`src/rtl/ic_pkg.sv`:
```
// Shared types and default constants for the interrupt controller.
// The controller's optional APB priority readback is enabled by the IC_READBACK_EN macro.
package ic_pkg;

    typedef enum logic {
        IDLE         = 1'b0,
        WAIT_SERVICE = 1'b1
    } ic_state_e;

    localparam int IC_DEF_PERIPHERALS = 16;

endpackage

```
`src/rtl/ic_priority_arbiter.sv`:
```
// Combinational winner search: highest priority among active sources, lowest index on ties.
module ic_priority_arbiter
    import ic_pkg::*;
#(
    parameter int NO_OF_PERIPHERALS = IC_DEF_PERIPHERALS,
    parameter int WIDTH             = $clog2(NO_OF_PERIPHERALS)
) (
    input  logic [NO_OF_PERIPHERALS-1:0] i_active,
    input  logic [WIDTH-1:0]             i_priority [NO_OF_PERIPHERALS],
    output logic [WIDTH-1:0]             o_index,
    output logic                         o_any_active
);

    logic [WIDTH-1:0] w_bestPriority;
    logic             w_found;

    // Strict greater-than keeps the earlier (lower) index when priorities tie.
    always_comb begin
        o_index        = '0;
        w_bestPriority = '0;
        w_found        = 1'b0;
        for (int i = 0; i < NO_OF_PERIPHERALS; i++) begin
            if (i_active[i] && (!w_found || (i_priority[i] > w_bestPriority))) begin
                o_index        = WIDTH'(i);
                w_bestPriority = i_priority[i];
                w_found        = 1'b1;
            end
        end
    end

    assign o_any_active = |i_active;

endmodule

```
`src/rtl/interrupt_controller.sv`:
```
// APB-programmable priority interrupt controller presenting one request at a time.
// Define IC_READBACK_EN to make the priority registers readable over APB.
module interrupt_controller
    import ic_pkg::*;
#(
    parameter int NO_OF_PERIPHERALS = IC_DEF_PERIPHERALS,
    parameter int WIDTH             = $clog2(NO_OF_PERIPHERALS)
) (
    input  logic                         pclk,
    input  logic                         preset,
    input  logic [WIDTH-1:0]             paddr,
    input  logic [WIDTH-1:0]             pwdata,
    output logic [WIDTH-1:0]             prdata,
    input  logic                         penable,
    input  logic                         pwrite,
    output logic                         pready,
    input  logic                         psel,
    input  logic [NO_OF_PERIPHERALS-1:0] interrupt_active,
    output logic [WIDTH-1:0]             interrupt_to_be_service,
    input  logic                         interrupt_serviced,
    output logic                         interrupt_valid
);

    logic [WIDTH-1:0] r_priority [NO_OF_PERIPHERALS];
    ic_state_e        r_state;
    ic_state_e        w_nextState;
    logic             r_valid;
    logic             w_nextValid;
    logic [WIDTH-1:0] r_index;
    logic [WIDTH-1:0] w_nextIndex;
    logic             w_write;
    logic [WIDTH-1:0] w_winIndex;
    logic             w_anyActive;

    assign pready  = psel & penable;
    assign w_write = pready & pwrite;

    // Addresses that match no register fall through the loop, so they are ignored.
    always_ff @(posedge pclk) begin
        if (!preset) begin
            for (int i = 0; i < NO_OF_PERIPHERALS; i++) begin
                r_priority[i] <= '0;
            end
        end else if (w_write) begin
            for (int i = 0; i < NO_OF_PERIPHERALS; i++) begin
                if (paddr == WIDTH'(i)) begin
                    r_priority[i] <= pwdata;
                end
            end
        end
    end

`ifdef IC_READBACK_EN
    logic w_read;

    assign w_read = pready & ~pwrite;

    always_comb begin
        prdata = '0;
        if (w_read) begin
            for (int i = 0; i < NO_OF_PERIPHERALS; i++) begin
                if (paddr == WIDTH'(i)) begin
                    prdata = r_priority[i];
                end
            end
        end
    end
`else
    assign prdata = '0;
`endif

    // Arbiter sees the registered priorities, so a same-cycle write only affects later arbitrations.
    ic_priority_arbiter #(
        .NO_OF_PERIPHERALS(NO_OF_PERIPHERALS),
        .WIDTH            (WIDTH)
    ) u_arbiter (
        .i_active    (interrupt_active),
        .i_priority  (r_priority),
        .o_index     (w_winIndex),
        .o_any_active(w_anyActive)
    );

    always_ff @(posedge pclk) begin
        if (!preset) begin
            r_state <= IDLE;
            r_valid <= 1'b0;
            r_index <= '0;
        end else begin
            r_state <= w_nextState;
            r_valid <= w_nextValid;
            r_index <= w_nextIndex;
        end
    end

    // A presentation is only retired by interrupt_serviced; the source dropping does not matter.
    always_comb begin
        w_nextState = r_state;
        w_nextValid = r_valid;
        w_nextIndex = r_index;
        case (r_state)
            IDLE: begin
                if (w_anyActive) begin
                    w_nextState = WAIT_SERVICE;
                    w_nextValid = 1'b1;
                    w_nextIndex = w_winIndex;
                end
            end
            WAIT_SERVICE: begin
                if (interrupt_serviced) begin
                    w_nextState = IDLE;
                    w_nextValid = 1'b0;
                    w_nextIndex = '0;
                end
            end
            default: begin
                w_nextState = IDLE;
                w_nextValid = 1'b0;
                w_nextIndex = '0;
            end
        endcase
    end

    assign interrupt_valid         = r_valid;
    assign interrupt_to_be_service = r_index;

endmodule

```
`config.mk`:
```
export PLATFORM = sky130hd
export DESIGN_NAME = interrupt_controller
export DESIGN_NICKNAME = d
export VERILOG_FILES = /design/src/rtl/ic_pkg.sv /design/src/rtl/ic_priority_arbiter.sv /design/src/rtl/interrupt_controller.sv
export SDC_FILE = /design/constraint.sdc
export NUM_CORES = 1
export LEC_CHECK = 0
export ABC_AREA = 1
export ABC_CLOCK_PERIOD_IN_PS = 24600
export BUFFER_PORTS_ARGS = -buffer_cell sky130_fd_sc_hd__buf_2
export CORE_ASPECT_RATIO = 0.8
export CORE_MARGIN = 2
export CORE_UTILIZATION = 56
export DETAILED_ROUTE_END_ITERATION = 12
export PLACE_DENSITY = 0.75
export SLEW_MARGIN = 20
export SYNTH_ARGS = -nofsm -noshare
export SYNTH_HDL_FRONTEND = slang
export SYNTH_SLANG_ARGS = --single-unit
```
`constraint.sdc`:
```
create_clock -name pclk -period 24.6 [get_ports pclk]
set_input_delay 4.92 -clock pclk [delete_from_list [all_inputs] [get_ports pclk]]
set_output_delay 4.92 -clock pclk [all_outputs]
set_load 0.01 [all_outputs]
```
; ---- Word-level counts from Yosys, hierarchy flattened
; Index checks and enable logic that the tools add are counted.
[totals]
register_bits = 70
latchBits = 0
ramBits = 0
rom_bits = 0
input_bits = 30
out_inout_bits = 10
elab_cells = 172
memories = 0
[classes]
n_addsub = 0
multipliers = 0
n_div = 0
order_cmp = 15
eq_ne = 17
n_shift = 0
muxes = 54
bitwise_logic = 3
reduce_logical = 64
[ops]
columns = op, n
row1 = two-way mux 4 bit, 25
row2 = > comparator 4 bit, 15
row3 = AND reduction 2 bit, 17
row4 = equality test 4 bit (second input constant), 8
row5 = two-way mux 1 bit, 20
row6 = equality test 4 x 3 -> 1 bit (second input constant), 4
row7 = OR reduction 16 bit, 1
row8 = logical AND 1 bit, 15
row9 = logical NOT 1 bit, 15
row10 = logical OR 1 bit, 15
row11 = two-way mux 3 bit, 4
row12 = equality test 4 x 2 -> 1 bit (second input constant), 2
row13 = case mux 4 bit (2 select lines), 1
row14 = equality test 4 x 1 -> 1 bit (second input constant), 1
row15 = logical NOT 4 bit, 1
row16 = two-way mux 2 bit, 2
row17 = case mux 1 bit (2 select lines), 2
row18 = AND 1 bit, 2
row19 = != test 2 x 1 -> 1 bit (second input constant), 1
row20 = != test 2 bit (second input constant), 1
row21 = inverter 1 bit, 1

; ---- Longest topological paths before layout
[depth]
depth_word = 63
depth_mapped = 162
ltp_nobuf = 157

; ---- By module
; Synthesis repeated with hierarchy kept, for this count alone.
[hier_totals]
cells_unflattened = 926
hier_area_um2 = 5769.3
[by_module_without_submodules]
columns = mod, instances, cells_per_inst, area_per_inst_um2
row1 = interrupt_controller, 1, 429, 3002.9
row2 = ic_priority_arbiter, 1, 497, 2766.4

; ---- Worst setup path before layout
; Ideal clock, no wire load.
[synth_path]
kind = input port to flip-flop
from = input interrupt_active[0]
to = register r_index[3], in the netlist interrupt_to_be_service[3]
setup_time_ps = 116
arrival_ps = 19740
path_slack_ps = 4743
stages = 157
cell_sequence = nand2_1 -> ha_1 -> nand2_1 -> inv_2 -> nand2_1 -> nand2_1 -> nand2_1 -> nand2_1 -> nand2_2 -> o21ai_0 -> ha_1 -> inv_1 -> nor2_1 -> o21ai_1 -> nand2_1 -> nand2_1 -> nand2_1 -> nand2_4 -> [... 121 more ...] -> o21ai_0 -> nand2_1 -> nand2_1 -> inv_1 -> o21bai_1 -> ha_1 -> inv_1 -> nor2_1 -> o21bai_1 -> nand2_1 -> o21ai_0 -> nand2_1 -> nand2_1 -> nand2_1 -> nor2_1 -> nand2_1 -> o21ai_1 -> nand2_1
[synth_between]
elab_chain_len = 63
[synth_rtl]
columns = element, line_no
row1 = from (decl), interrupt_controller.sv:18  ; input logic [NO_OF_PERIPHERALS-1:0] interrupt_active,
row2 = two-way mux 4 bit / two-way mux 1 bit (equally long branches), ic_priority_arbiter.sv:23  ; if (i_active[i] && (!w_found || (i_priority[i] > w_bestPriority))) begin
row3 = > comparator 4 bit / logical NOT 1 bit (equally long branches), ic_priority_arbiter.sv:23
row4 = logical OR 1 bit, ic_priority_arbiter.sv:23
row5 = logical AND 1 bit, ic_priority_arbiter.sv:23
row6 = two-way mux 4 bit / two-way mux 1 bit (equally long branches), ic_priority_arbiter.sv:23
row7 = > comparator 4 bit / logical NOT 1 bit (equally long branches), ic_priority_arbiter.sv:23
row8 = logical OR 1 bit, ic_priority_arbiter.sv:23
row9 = logical AND 1 bit, ic_priority_arbiter.sv:23
row10 = [... 47 more ...], --
row11 = logical AND 1 bit, ic_priority_arbiter.sv:23
row12 = two-way mux 4 bit / two-way mux 1 bit (equally long branches), ic_priority_arbiter.sv:23
row13 = > comparator 4 bit / logical NOT 1 bit (equally long branches), ic_priority_arbiter.sv:23
row14 = logical OR 1 bit, ic_priority_arbiter.sv:23
row15 = logical AND 1 bit, ic_priority_arbiter.sv:23
row16 = two-way mux 4 bit, ic_priority_arbiter.sv:23
row17 = two-way mux 4 bit, interrupt_controller.sv:102  ; if (w_anyActive) begin
row18 = case mux 4 bit (2 select lines), interrupt_controller.sv:100  ; case (r_state)
row19 = to (signal assigned), interrupt_controller.sv:91  ; r_index <= w_nextIndex;
row20 = to (decl), interrupt_controller.sv:29  ; logic [WIDTH-1:0] r_index;
; Several ways; a longest one is shown, not always the timed one. The select of a mux whose other input is x is not followed.
; A chain may end at the register's enable or synchronous reset.

; ---- Worst setup path after layout
[layout_path]
from = input interrupt_active[0]
to = register r_index[2], in the netlist interrupt_to_be_service[2]
; The elaborated chain is that of the path after synthesis.

==> flow_metrics.py <==
metrics = {
    "setup_path": {
        "critPathKind": "primary input to register",
        "critPathRequiredTime_ns": 24.83,
        "critPathMostFrequentCell": "nand2_1",
        "critical_path.max_stage_delay_ns": 0.34,
        "end_kind": "register",
        "worst_path_max_delay_cell": "ha_1",
        "cp.arrival_ns": 22.14,
        "critPathMaxFanout": 12,
        "start_kind": "primary input",
    },
    "clocking": {
        "clkLatencyLatePin_ns": 0.33,
        "hold_buffers": 0,
        "htree_num_levels": 3,
        "post_cts_resized": 0,
        "clk_pin_slew_ns": 0.06,
        "cts_setup_buffers": 0,
        "cts.sinks": 70,
        "cts_buffer_depth": 2,
        "numCtsBuffers": 9,
        "clockRootBuffer": "clkbuf_16",
        "cts_tree": "yes",
    },
    "sta": {
        "fin_ws_ns": 2.68,
        "fin_skew_ns": 0.00399,
        "fmax_ghz": 0.0456,
        "period_minus_slack_ns": 21.92,
        "slew-limit-headroom": 0.353,
        "setup_viol": 0,
        "fin_crit_sh": 0.891,
        "rsz0062_at_grt": "no",
        "setup-tns-final_ns": 0,
        "report.final.slew_viol_count": 0,
        "worst_slew_pin_slew_ns": 0.970,
        "hold_violations": 0,
    },
    "die": {
        "rows": 31,
        "die-area_um2": 10200,
        "core_um2": 9080,
        "die_x_um": 112,
        "start_util": 0.579,
        "die_y_um": 90.7,
        "ios": 40,
    },
    "route": {
        "drt_wl_total_um": 12800,
        "routed_via_density": 5.35,
        "wl_per_cell_um": 13.2,
        "drt_iter0_drc": 320,
        "dr_total_vias": 5199,
        "drc": 0,
        "ant_nets": 0,
        "drt-pass1-iter-count": 5,
    },
    "final_layout": {
        "insertedDiodeCount": 0,
        "fin_nets": 933,
        "drive_gt1_frac": 0.116,
        "area_delta_synth_final_pct": 10.1,
        "fillers": 829,
        "multi_input_area_um2": 3220,
        "seq_area_um2": 1400,
    },
    "yosys": {
        "netlist_instances": 823,
        "avgSynthCellArea_um2": 6.39,
        "synthArstFlopShare": 0,
        "synthTopCellsByCount": "nand2_1 (159), inv_1 (126), o21ai_0 (105), nor2_1 (97), dfxtp_1 (70)",
        "ys_ff_latch": 70,
        "synth_top_cell_area_share": 0.267,
        "yosysTopAreaCell": "dfxtp_1",
        "yosysSeqAreaShare": 0.267,
        "synth.most_common_cell": "nand2_1",
        "syn_area_um2": 5260,
        "synth_edf_count": 0,
        "yosys-top-cells-area": "dfxtp_1 (27%), ha_1 (12%), nand2_1 (11%)",
        "yosys.cell_types.count": 26,
        "synth-main-ff-cell": "dfxtp_1",
        "yosysWarningCount": 0,
    },
    "place": {
        "io_buffers": 35,
        "dp_hpwl_um": 9810,
        "routabilityCongestion": 0.909,
        "pre_cts_slack_ns": 2.51,
    },
    "global_route": {
        "grt_max_degree": 68,
        "globalRouteOverflowTotal": 0,
        "grt.total_usage": 0.271,
        "antenna_found_initial": 0,
        "grt_pass1_vias": 5099,
        "grt_pass1_wl_um": 23000,
    },
    "status": {
        "status": "finished clean",
    },
    "run": {
        "cap_viol_max_count": 0,
    },
    "min_path": {
        "hold_class": "register to register",
    },
}
metal layers:
| metal | track usage | share of wire | vias up |
|---|---|---|---|
| met2 | 0.462 | 0.47 | 115 |
| met3 | 0.0450 | 0.037 | 19 |
| met1 | 0.358 | 0.48 | 2359 |
| met5 | 0 | 0 | - |
| li1 | - | - | 2706 |
| met4 | 0.0671 | 0.014 | 0 |
metrics by stage:
step	cells	util	hold WS (ns)	area, µm²
floorplan	826	-	0.435	5270
global placement	955	0.601	0.435	5450
detailed placement	955	0.601	0.439	5450
CTS	971	0.637	0.451	5790
global route	971	0.637	0.487	5790
finish	971	0.637	0.451	5790
worst max-delay path: cells and delay by family:
| family | cells | cell delay [ns] |
|---|---|---|
| AND/OR/NAND/NOR | 80 | 6.71 |
| AO/OA/AOI/OAI | 32 | 4.77 |
| adder cells (fa/ha/maj) | 15 | 4.64 |
| buffers and inverters | 16 | 1.07 |
final cells by class:
type / instances / share of cell area
Sequential cell: 70 / 0.242
Clock inverter: 5 / 0.0141
Tap cell: 115 / 0.0249
Inverter: 135 / 0.0876
Timing Repair Buffer: 35 / 0.0303
Clock buffer: 11 / 0.0437
Multi-Input combinational cell: 600 / 0.557
registers in the layout, indices dropped and copies added (netlist names):
register                 count
interrupt_to_be_service      4
interrupt_valid              1
r_state                      1
r_priority                  64
worst paths after layout:
path                         startpoint                         end  slack, ns  depth (start not counted)
min reg2reg  interrupt_to_be_service[2]  interrupt_to_be_service[2]       0.45                          2
max reg2reg              r_priority[63]  interrupt_to_be_service[2]       7.11                        142
max                 interrupt_active[0]  interrupt_to_be_service[2]       2.68                        143
min          interrupt_to_be_service[2]  interrupt_to_be_service[2]       0.45                          2
cell families after synthesis:
kind of cell,Yosys count,share of synthesized area
other cells,1,0.000713
compound gates,185,0.186
buf+inv,156,0.122
flops,70,0.267
simple gates,359,0.301
fa+ha+maj,52,0.124
cell usage in the layout (no fill, tap or decap), types with 2 or more instances in the layout:
master     count
conb_1         4
clkbuf_8       2
or2_2          4
inv_2          9
dfxtp_1       70
a31oi_1        3
o21a_1         4
nand2_4        3
ha_1          52
nand3_2        4
o21bai_1      14
o21ai_0      105
buf_2         35
nand2_2       28
nor2_1        97
nand2_1      159
a21oi_1       46
nand3_1       42
inv_1        126
nand4_1       18
bufinv_16      2
clkbuf_16      9
and2_1         2
o21ai_1       12
Power is left out: the tool's default activity adds up to more than one toggle a clock period on the data nets, which glitch-free logic cannot reach.
